===== config.mk =====
export PLATFORM = sky130hd
export DESIGN_NAME = mem_ctrl
export DESIGN_NICKNAME = d
export VERILOG_FILES = /design/src/rtl/mem_ctrl.sv
export SDC_FILE = /design/constraint.sdc
export NUM_CORES = 1
export LEC_CHECK = 0
export CAP_MARGIN = 20
export CORE_MARGIN = 3
export CORE_UTILIZATION = 50
export CTS_BUF_LIST = sky130_fd_sc_hd__clkbuf_2
export DETAILED_ROUTE_END_ITERATION = 10
export GPL_ROUTABILITY_DRIVEN = 0
export PLACE_DENSITY = 0.95
export SLEW_MARGIN = 20
export SYNTH_ARGS = -nofsm -noshare
export SYNTH_HDL_FRONTEND = slang
export SYNTH_SLANG_ARGS = --single-unit

===== constraint.sdc =====
create_clock -name clk_in -period 8.1 [get_ports clk_in]
set_input_delay 2.43 -clock clk_in [delete_from_list [all_inputs] [get_ports clk_in]]
set_output_delay 2.43 -clock clk_in [all_outputs]
set_load 0.005 [all_outputs]

===== src/rtl/mem_ctrl.sv =====
// Byte-serial RAM port controller: arbitrates instruction fetch and load/store
// traffic, sequencing 1/2/4-byte load/store accesses little-endian.
module mem_ctrl #(
   parameter int ADDR_W = 32
) (
   input  logic              clk_in,
   input  logic              rst_in,
   input  logic              rdy_in,
   input  logic              clear,
   input  logic              if_req,
   input  logic [ADDR_W-1:0] if_addr,
   output logic              if_valid,
   output logic [7:0]        if_din,
   input  logic              ls_req,
   input  logic              ls_wr,
   input  logic [1:0]        ls_size,
   input  logic [ADDR_W-1:0] ls_addr,
   input  logic [31:0]       ls_wdata,
   output logic              ls_done,
   output logic [31:0]       ls_rdata,
   input  logic              io_buffer_full,
   input  logic [7:0]        ram_din,
   output logic [7:0]        ram_dout,
   output logic [ADDR_W-1:0] ram_a,
   output logic              ram_wr
);

   typedef enum logic [2:0] {
      S_IDLE,
      S_IF_RUN,
      S_LS_READ,
      S_LS_WRITE,
      S_LS_DONE
   } state_t;

   state_t            r_state;
   logic [1:0]        r_k;
   logic [1:0]        r_last;
   logic              r_cap;
   logic [ADDR_W-1:0] r_addr;
   logic [31:0]       r_wdata;
   logic              r_ls_done;
   logic [31:0]       r_ls_rdata;

   logic              w_fetch_go;
   logic              w_io_hold;
   logic [1:0]        w_last;
   logic [1:0]        w_cap_idx;
   logic [ADDR_W-1:0] w_byte_addr;
   logic [7:0]        w_wbyte;
   logic [ADDR_W-1:0] w_ram_a;
   logic              w_ram_wr;
   logic [7:0]        w_ram_dout;
   logic              w_if_valid;

   assign w_fetch_go  = if_req && !ls_req && !clear;
   assign w_io_hold   = (r_addr[17:16] == 2'b11) && io_buffer_full;
   assign w_last      = (ls_size == 2'd0) ? 2'd0 : ((ls_size == 2'd1) ? 2'd1 : 2'd3);
   assign w_byte_addr = r_addr + {{(ADDR_W-2){1'b0}}, r_k};
   assign w_wbyte     = r_wdata[{r_k, 3'b000} +: 8];
   // RAM data lags its address by one cycle, so the byte on ram_din belongs to k-1,
   // except in the trailing capture cycle where k was left at the last index.
   assign w_cap_idx   = r_cap ? r_k : (r_k - 2'd1);

   always_comb begin
      w_ram_a    = '0;
      w_ram_wr   = 1'b0;
      w_ram_dout = 8'h00;
      w_if_valid = 1'b0;
      case (r_state)
         S_IF_RUN: begin
            if (w_fetch_go) begin
               w_ram_a    = if_addr;
               w_if_valid = rdy_in;
            end
         end
         S_LS_READ: begin
            if (!r_cap) w_ram_a = w_byte_addr;
         end
         S_LS_WRITE: begin
            w_ram_a    = w_byte_addr;
            w_ram_dout = w_wbyte;
            w_ram_wr   = rdy_in && !w_io_hold;
         end
         default: ;
      endcase
   end

   assign ram_a    = w_ram_a;
   assign ram_wr   = w_ram_wr;
   assign ram_dout = w_ram_dout;
   assign if_valid = w_if_valid;
   assign if_din   = ram_din;
   assign ls_done  = r_ls_done;
   assign ls_rdata = r_ls_rdata;

   always_ff @(posedge clk_in or negedge rst_in) begin
      if (!rst_in) begin
         r_state    <= S_IDLE;
         r_k        <= 2'd0;
         r_last     <= 2'd0;
         r_cap      <= 1'b0;
         r_addr     <= '0;
         r_wdata    <= 32'h0;
         r_ls_done  <= 1'b0;
         r_ls_rdata <= 32'h0;
      end else if (rdy_in) begin
         r_ls_done <= 1'b0;
         case (r_state)
            S_IDLE: begin
               if (ls_req) begin
                  r_addr  <= ls_addr;
                  r_last  <= w_last;
                  r_wdata <= ls_wdata;
                  r_k     <= 2'd0;
                  r_cap   <= 1'b0;
                  if (ls_wr) begin
                     r_state <= S_LS_WRITE;
                  end else begin
                     r_state    <= S_LS_READ;
                     r_ls_rdata <= 32'h0;
                  end
               end else if (if_req && !clear) begin
                  r_state <= S_IF_RUN;
               end
            end
            S_IF_RUN: begin
               if (!w_fetch_go) r_state <= S_IDLE;
            end
            S_LS_READ: begin
               if (r_cap || (r_k != 2'd0)) r_ls_rdata[{w_cap_idx, 3'b000} +: 8] <= ram_din;
               if (r_cap) begin
                  r_cap     <= 1'b0;
                  r_state   <= S_LS_DONE;
                  r_ls_done <= 1'b1;
               end else if (r_k == r_last) begin
                  r_cap <= 1'b1;
               end else begin
                  r_k <= r_k + 2'd1;
               end
            end
            S_LS_WRITE: begin
               if (!w_io_hold) begin
                  if (r_k == r_last) begin
                     r_state   <= S_LS_DONE;
                     r_ls_done <= 1'b1;
                  end else begin
                     r_k <= r_k + 2'd1;
                  end
               end
            end
            S_LS_DONE: begin
               r_state <= S_IDLE;
            end
            default: r_state <= S_IDLE;
         endcase
      end
   end

endmodule


==> summary.txt, run 1 <==
Power and ir drop
  – Total power: 2.16 mW
  – Sw Ratio: 34.2%
  – Cell Int Power: 1.42 mW
  – VDD IR-drop max: 171 uV
  – P_leak: 3.08 nW
  – Cell Pwr Density: 279 nW/um2
  – Combinational share of power: 42.9%
  – Clock power frac: 13.7%
  – NetSw: 0.741 mW
  – Sequential power share: 43.3%

Floorplanning
  – Die H: 112 um
  – Core area: 10900 um2
  – Row count: 38
  – Die W: 112 um
  – Initial cell density of the core: 51.4%
  – # IOs: 197
  – Die area: 12500 um2

Min path
  – Hold Path Class: flip-flop to flip-flop
  – Hold path depth: 1

Worst setup path
  – CP arrival: 4380 ps
  – Max FO, Critical Path: 33
  – CP Capture Type: output pin
  – Kind of critical path: input port to output pin
  – R2R depth: 8
  – WP data required: 5670 ps
  – Crit path launch type: input port

GRT
  – Met3 Use GR: 4.46%
  – Vias in the first global route: 4887
  – Busiest grt layer: met2
  – Gr usage total: 24.2%
  – Initial antenna violation count: 0
  – Largest net degree at the start of global routing: 69
  – Met1 Use GR: 28.2%
  – Global Route met2 Usage: 43.0%
  – Total grt overflow: 0
  – First-pass GRT wire length: 24200 um

STA
  – Slew Limit Fails: 0
  – Slew of the pin with the lowest slew margin: 1020 ps
  – Setup-failing EPs final: 0
  – Clock skew: 13.4 ps
  – Setup TNS Final: 0 ps
  – Slew headroom: 31.4%
  – Crit path time final: 6810 ps
  – Hold slack: 539 ps
  – Final WS setup: 1290 ps
  – Hold violation count in the final report: 0
  – Fin crit share: 84.0%
  – RSZ-0062 raised after global routing: false
  – FMAX: 147 MHz

Placed design
  – Placed Cells: 828
  – DP Worst Slack: 1320 ps
  – Cell Area, Placed: 7610 um2
  – DP Wirelength: 11500 um
  – Input/output buffers: 196

Yosys
  – Post-Syn Area: 5600 um2
  – Synth area leader: dfrtp_1
  – Syn nets: 646
  – Yosys top cell area share: 46.9%
  – Post-synth EDFFs: 0
  – Synth Warn #: 0
  – Top cells by area, synth: dfrtp_1 47%, mux2_2 13%, xnor2_1 4.5%
  – Most used DFF post-synth: dfrtp_1
  – Syn_area_per_cell: 10.7 um2
  – Syn Inst Count: 523
  – Seq/Total Area, Yosys: 46.9%
  – Number of library cell types mapped by synthesis: 45
  – Flops & latches, synth: 105
  – Ys async rst share: 100%

Drt
  – Average wire per standard cell: 17.8 um
  – 1st-iter DRT viols: 347
  – Routed wire length: 15100 um
  – Vias/cell: 5.58
  – Via Count: 4713
  – Drc violations: 0
  – Drt first pass iters: 5
  – ANT nets after route: 0

Final layout
  – Post-layout util: 71.4%
  – Commonest cells after routing, fill and taps aside: 195 x clkdlybuf4s50_1, 105 x dfrtp_1, 67 x mux2_2
  – Fillers: 786
  – N_diodes: 0
  – Fin area: 7770 um2
  – Share of cells above drive strength 1: 15.2%
  – Synthesis-to-finish area growth: 38.7%
  – # nets final: 823
  – Commonest non-fill, non-tap cell in the layout: clkdlybuf4s50_1
  – Final cell count without fillers: 844

Clocking
  – Htree depth: 3
  – Max clock buf depth: 2
  – Number of setup buffers added after CTS: 0
  – Skew-Pair Late Insertion Delay: 570 ps
  – Clk root buf: clkbuf_2
  – Hold buffers post-CTS: 0
  – Clk pin slew, worst setup/hold paths: 230 ps
  – Sinks on Clock Net: 105
  – CTS tree: built
  – Num CTS Buffers: 9
  – Post-CTS resize count: 0

Flow run
  – Max cap viols: 0

Status
  – Outcome: completed
## cell usage after synthesis, types with 2 or more instances
cell,instances
buf_2,3
and2_1,9
a21oi_1,7
mux2_2,67
o21ai_0,37
or2_2,4
mux4_2,8
clkbuf_1,14
nand2_1,62
a22o_1,16
nand2b_1,2
xnor2_1,29
buf_1,6
dfrtp_1,105
nor2_1,19
xor2_1,5
nor2_2,2
ha_1,8
nor2b_1,2
nor4_1,8
nand3_1,15
nand4_1,5
and3_1,2
nor3_1,12
mux2i_1,18
inv_1,32
buf_4,8
## per-layer routing
| metal | vias to the layer above | wire length (um) |
|---|---|---|
| li1 | 2150 | - |
| met1 | 2306 | 5800 |
| met2 | 225 | 7800 |
| met3 | 32 | 1060 |
| met4 | 0 | 412 |
| met5 | - | 0 |
## final cells by class
cell class                 instances  area [um2]  share of cell area (%)
timing repair buffer             199        1990                    25.6
clock inverter                     3        90.1                    1.16
multi-input combinational        353        2710                    34.9
inverter                          32         120                    1.55
tap                              140         175                    2.25
clock buffer                      12        60.1                   0.773
sequential                       105        2630                    33.8
## worst paths after layout
| kind | endpoint | slack (ps) | start |
|---|---|---|---|
| max in group asynchronous | r_wdata[11] | 5110 | rst_in |
| min reg2reg | r_wdata[28] | 540 | r_wdata[28] |
| max | ram_a[16] | 1290 | ls_req |
| min in group asynchronous | r_addr[11] | 1800 | rst_in |
| min | r_wdata[28] | 540 | r_wdata[28] |
| max reg2reg | ls_rdata[3] | 4710 | r_k[0] |
## power groups by stage
stage                     logic [mW]  clock network, mW  registers [mW]
final                          0.929              0.298           0.938
after global routing            1.02              0.327           0.968
after CTS                      0.931              0.307           0.936
after detailed placement       0.927                  0           0.949
after global placement         0.881                  0           0.925
after floorplan                0.594                  0           0.867
## cells by family (layout without fill, tap and decap cells)
kind of cell	Yosys count	in the layout	synth area share [%]
fa+ha+maj	9	9	2.14
simple gates	150	150	13.3
buf+inv	65	246	5.11
xor+xnor	34	34	5.32
flops	105	105	46.9
mux	93	93	19.9
compound gates	67	67	7.33
## sequential cells by signal, indices dropped and copies added, names as in the netlist
name,cells
ls_done,1
r_addr,32
r_k,2
r_wdata,32
r_state,3
ls_rdata,32
r_last,2
r_cap,1
## worst max-delay path, stage by stage
cell             delay, ps
clkdlybuf4s50_1        490
nor4_2                 270
buf_4                  370
nand2_1                110
o21ai_0                140
clkdlybuf4s50_1        560
Note: power is estimated with default switching activity, not from simulation.
==> inputs of run 2 (changes only) <==
- CORE_UTILIZATION: 50 -> 47
- PLACE_DENSITY: 0.95 -> 0.91
- clock period: 8.1 -> 7.13 ns (I/O delays scaled with it)
==> run 2 against run 1 <==
  * Combinational power grew 13%
  * Setup slack got worse by 350 ps
  * Clock power up 9.4%
  * Final cell count rose by 0.59%
  * Sequential cell count unchanged
  * Critical path depth stayed put
  * Utilization is 3.9 points lower
  * Hold slack worse by 2.4 ps
  * Non-clock buffer count is the same
  * Sequential power grew 13%
  * Cell area about the same
  * Critical endpoint is now ram_a[6]
==> summary.txt, run 2 (synthesis gave the netlist of run 1 again) <==
Status
  – Outcome: completed

Power and ir drop
  – Cell Pwr Density: 313 nW/um2 (+12%)
  – P_leak: 3.06 nW (-0.50%)
  – NetSw: 0.850 mW (+15%)
  – Sequential power share: 43.6% (+0.3 points)
  – Combinational share of power: 43.0% (about the same)
  – VDD IR-drop max: 160 uV (-6.7%)
  – Sw Ratio: 35.0% (+0.74 points)
  – Total power: 2.43 mW (+12%)
  – Clock power frac: 13.4% (-0.3 points)
  – Cell Int Power: 1.58 mW (+11%)

Min path
  – Hold Path Class: flip-flop to flip-flop

STA
  – FMAX: 162 MHz
  – Setup-failing EPs final: 0 (unchanged)
  – Fin crit share: 86.8%
  – RSZ-0062 raised after global routing: false
  – Setup TNS Final: 0 ps (unchanged)
  – Slew of the pin with the lowest slew margin: 964 ps (-58.0 ps)
  – Clock skew: 36.2 ps (+22.7 ps)
  – Crit path time final: 6190 ps
  – Slew Limit Fails: 0 (unchanged)
  – Slew headroom: 35.3% (+3.9 points)
  – Hold violation count in the final report: 0 (unchanged)

Worst setup path
  – Kind of critical path: input port to output pin
  – Worst path slowest cell: clkdlybuf4s50_1
  – Crit-path cells: clkdlybuf4s50_1 > nor4_2 > buf_4 > nand2_1 > o21ai_0 > clkdlybuf4s50_1
  – CP arrival: 4050 ps (-330 ps)
  – Crit path top cell by count: clkdlybuf4s50_1
  – WP data required: 4990 ps (-680 ps)
  – CP Capture Type: output pin
  – Crit path launch type: input port
  – CP max stage delay: 540 ps (-20 ps)
  – Max FO, Critical Path: 33 (unchanged)

Clocking
  – Sinks on Clock Net: 105 (unchanged)
  – Num CTS Buffers: 9 (unchanged)
  – Clk pin slew, worst setup/hold paths: 250 ps (+20 ps)
  – Clk root buf: clkbuf_2
  – CTS tree: built
  – Hold buffers post-CTS: 0 (unchanged)
  – Post-CTS resize count: 0 (unchanged)
  – Number of setup buffers added after CTS: 0 (unchanged)
  – Skew-Pair Late Insertion Delay: 580 ps (about the same)
  – Htree depth: 3 (unchanged)
  – Max clock buf depth: 2 (unchanged)

GRT
  – Total grt overflow: 0 (unchanged)
  – Initial antenna violation count: 0 (unchanged)
  – Vias in the first global route: 4642 (-5.0%)
  – First-pass GRT wire length: 23700 um (-2.2%)
  – Largest net degree at the start of global routing: 69 (unchanged)
  – Gr usage total: 22.6% (-1.5 points)

Final layout
  – Area occupied by multi-input gates: 2710 um2 (-0.14%)
  – Fillers: 872 (+11%)
  – Commonest non-fill, non-tap cell in the layout: clkdlybuf4s50_1
  – Share of cells above drive strength 1: 15.2% (-0.022 points)
  – Synthesis-to-finish area growth: 38.6% (about the same)
  – Register area: 2630 um2 (unchanged)
  – # nets final: 823 (unchanged)
  – Post-layout util: 67.4% (-3.9 points)
  – Commonest cells after routing, fill and taps aside: 195 x clkdlybuf4s50_1, 105 x dfrtp_1, 67 x mux2_2

Drt
  – ANT nets after route: 0 (unchanged)
  – Average wire per standard cell: 17.7 um (-0.95%)
  – Drc violations: 0 (unchanged)
  – Vias/cell: 5.48 (-1.9%)
  – Drt first pass iters: 5 (unchanged)
  – 1st-iter DRT viols: 390 (+12%)
  – Routed wire length: 15000 um (-0.36%)
  – Via Count: 4653 (-1.3%)

Floorplanning
  – Die W: 115 um (+3.0%)
  – Core area: 11500 um2 (+5.8%)
  – Initial cell density of the core: 48.6% (-2.8 points)
  – # IOs: 197 (unchanged)
  – Die area: 13300 um2 (+6.0%)
  – Row count: 39 (+2.6%)
  – Die H: 115 um (+3.0%)

Placed design
  – Input/output buffers: 196 (unchanged)
  – DP Wirelength: 11400 um (-1.2%)

Flow run
  – Max cap viols: 0 (unchanged)
==> run 2: final timing paths <==
path	start	to	slack, ps	depth (start not counted)
setup / recovery	ls_req	ram_a[6]	940	6
hold / removal	r_wdata[20]	r_wdata[20]	540	1
setup reg to reg	r_k[0]	ls_rdata[31]	3840	9
hold reg to reg	r_wdata[20]	r_wdata[20]	540	1
max in group asynchronous	rst_in	r_wdata[11]	4440	2
min in group asynchronous	rst_in	r_addr[8]	1480	1
==> run 2: per-layer routing <==
layer / global-route usage [%] / vias to the layer above / part of all wire [%]
met5: 0 / - / 0
met4: 7.12 / 0 / 1.4
met2: 39.1 / 210 / 51
met3: 4.21 / 23 / 6.7
li1: - / 2145 / -
met1: 28.9 / 2275 / 41
==> run 2: power by group through the flow <==
stage	Combinational, mW	Sequential, mW	Clock, mW
finish	1.05	1.06	0.326
floorplan	0.675	0.985	0
global placement	1.00	1.05	0
CTS	1.05	1.06	0.337
detailed placement	1.05	1.07	0
global route	1.15	1.09	0.358
==> run 2: worst max-delay path: cells and delay by family <==
family | cells | cell delay (ps)
simple gates | 2 | 420
buf+inv | 3 | 1370
compound gates | 1 | 120
==> run 2: final cells by class <==
type	count	share of cell area [%]
Antenna cell	1	0.0322
Clock buffer	9	0.580
Clock inverter	7	1.31
Timing Repair Buffer	199	25.5
Tap cell	143	2.30
Inverter	32	1.55
Multi-Input combinational cell	353	34.9
Sequential cell	105	33.8
==> run 2: per-stage QoR <==
stage	cell area, um2	instances	setup slack (ps)	hold WS [ps]
finish	7760	849	942	537
global route	7760	848	757	554
CTS	7760	848	945	539
detailed placement	7610	832	952	484
global placement	7610	832	1040	483
floorplan	5600	523	1770	469
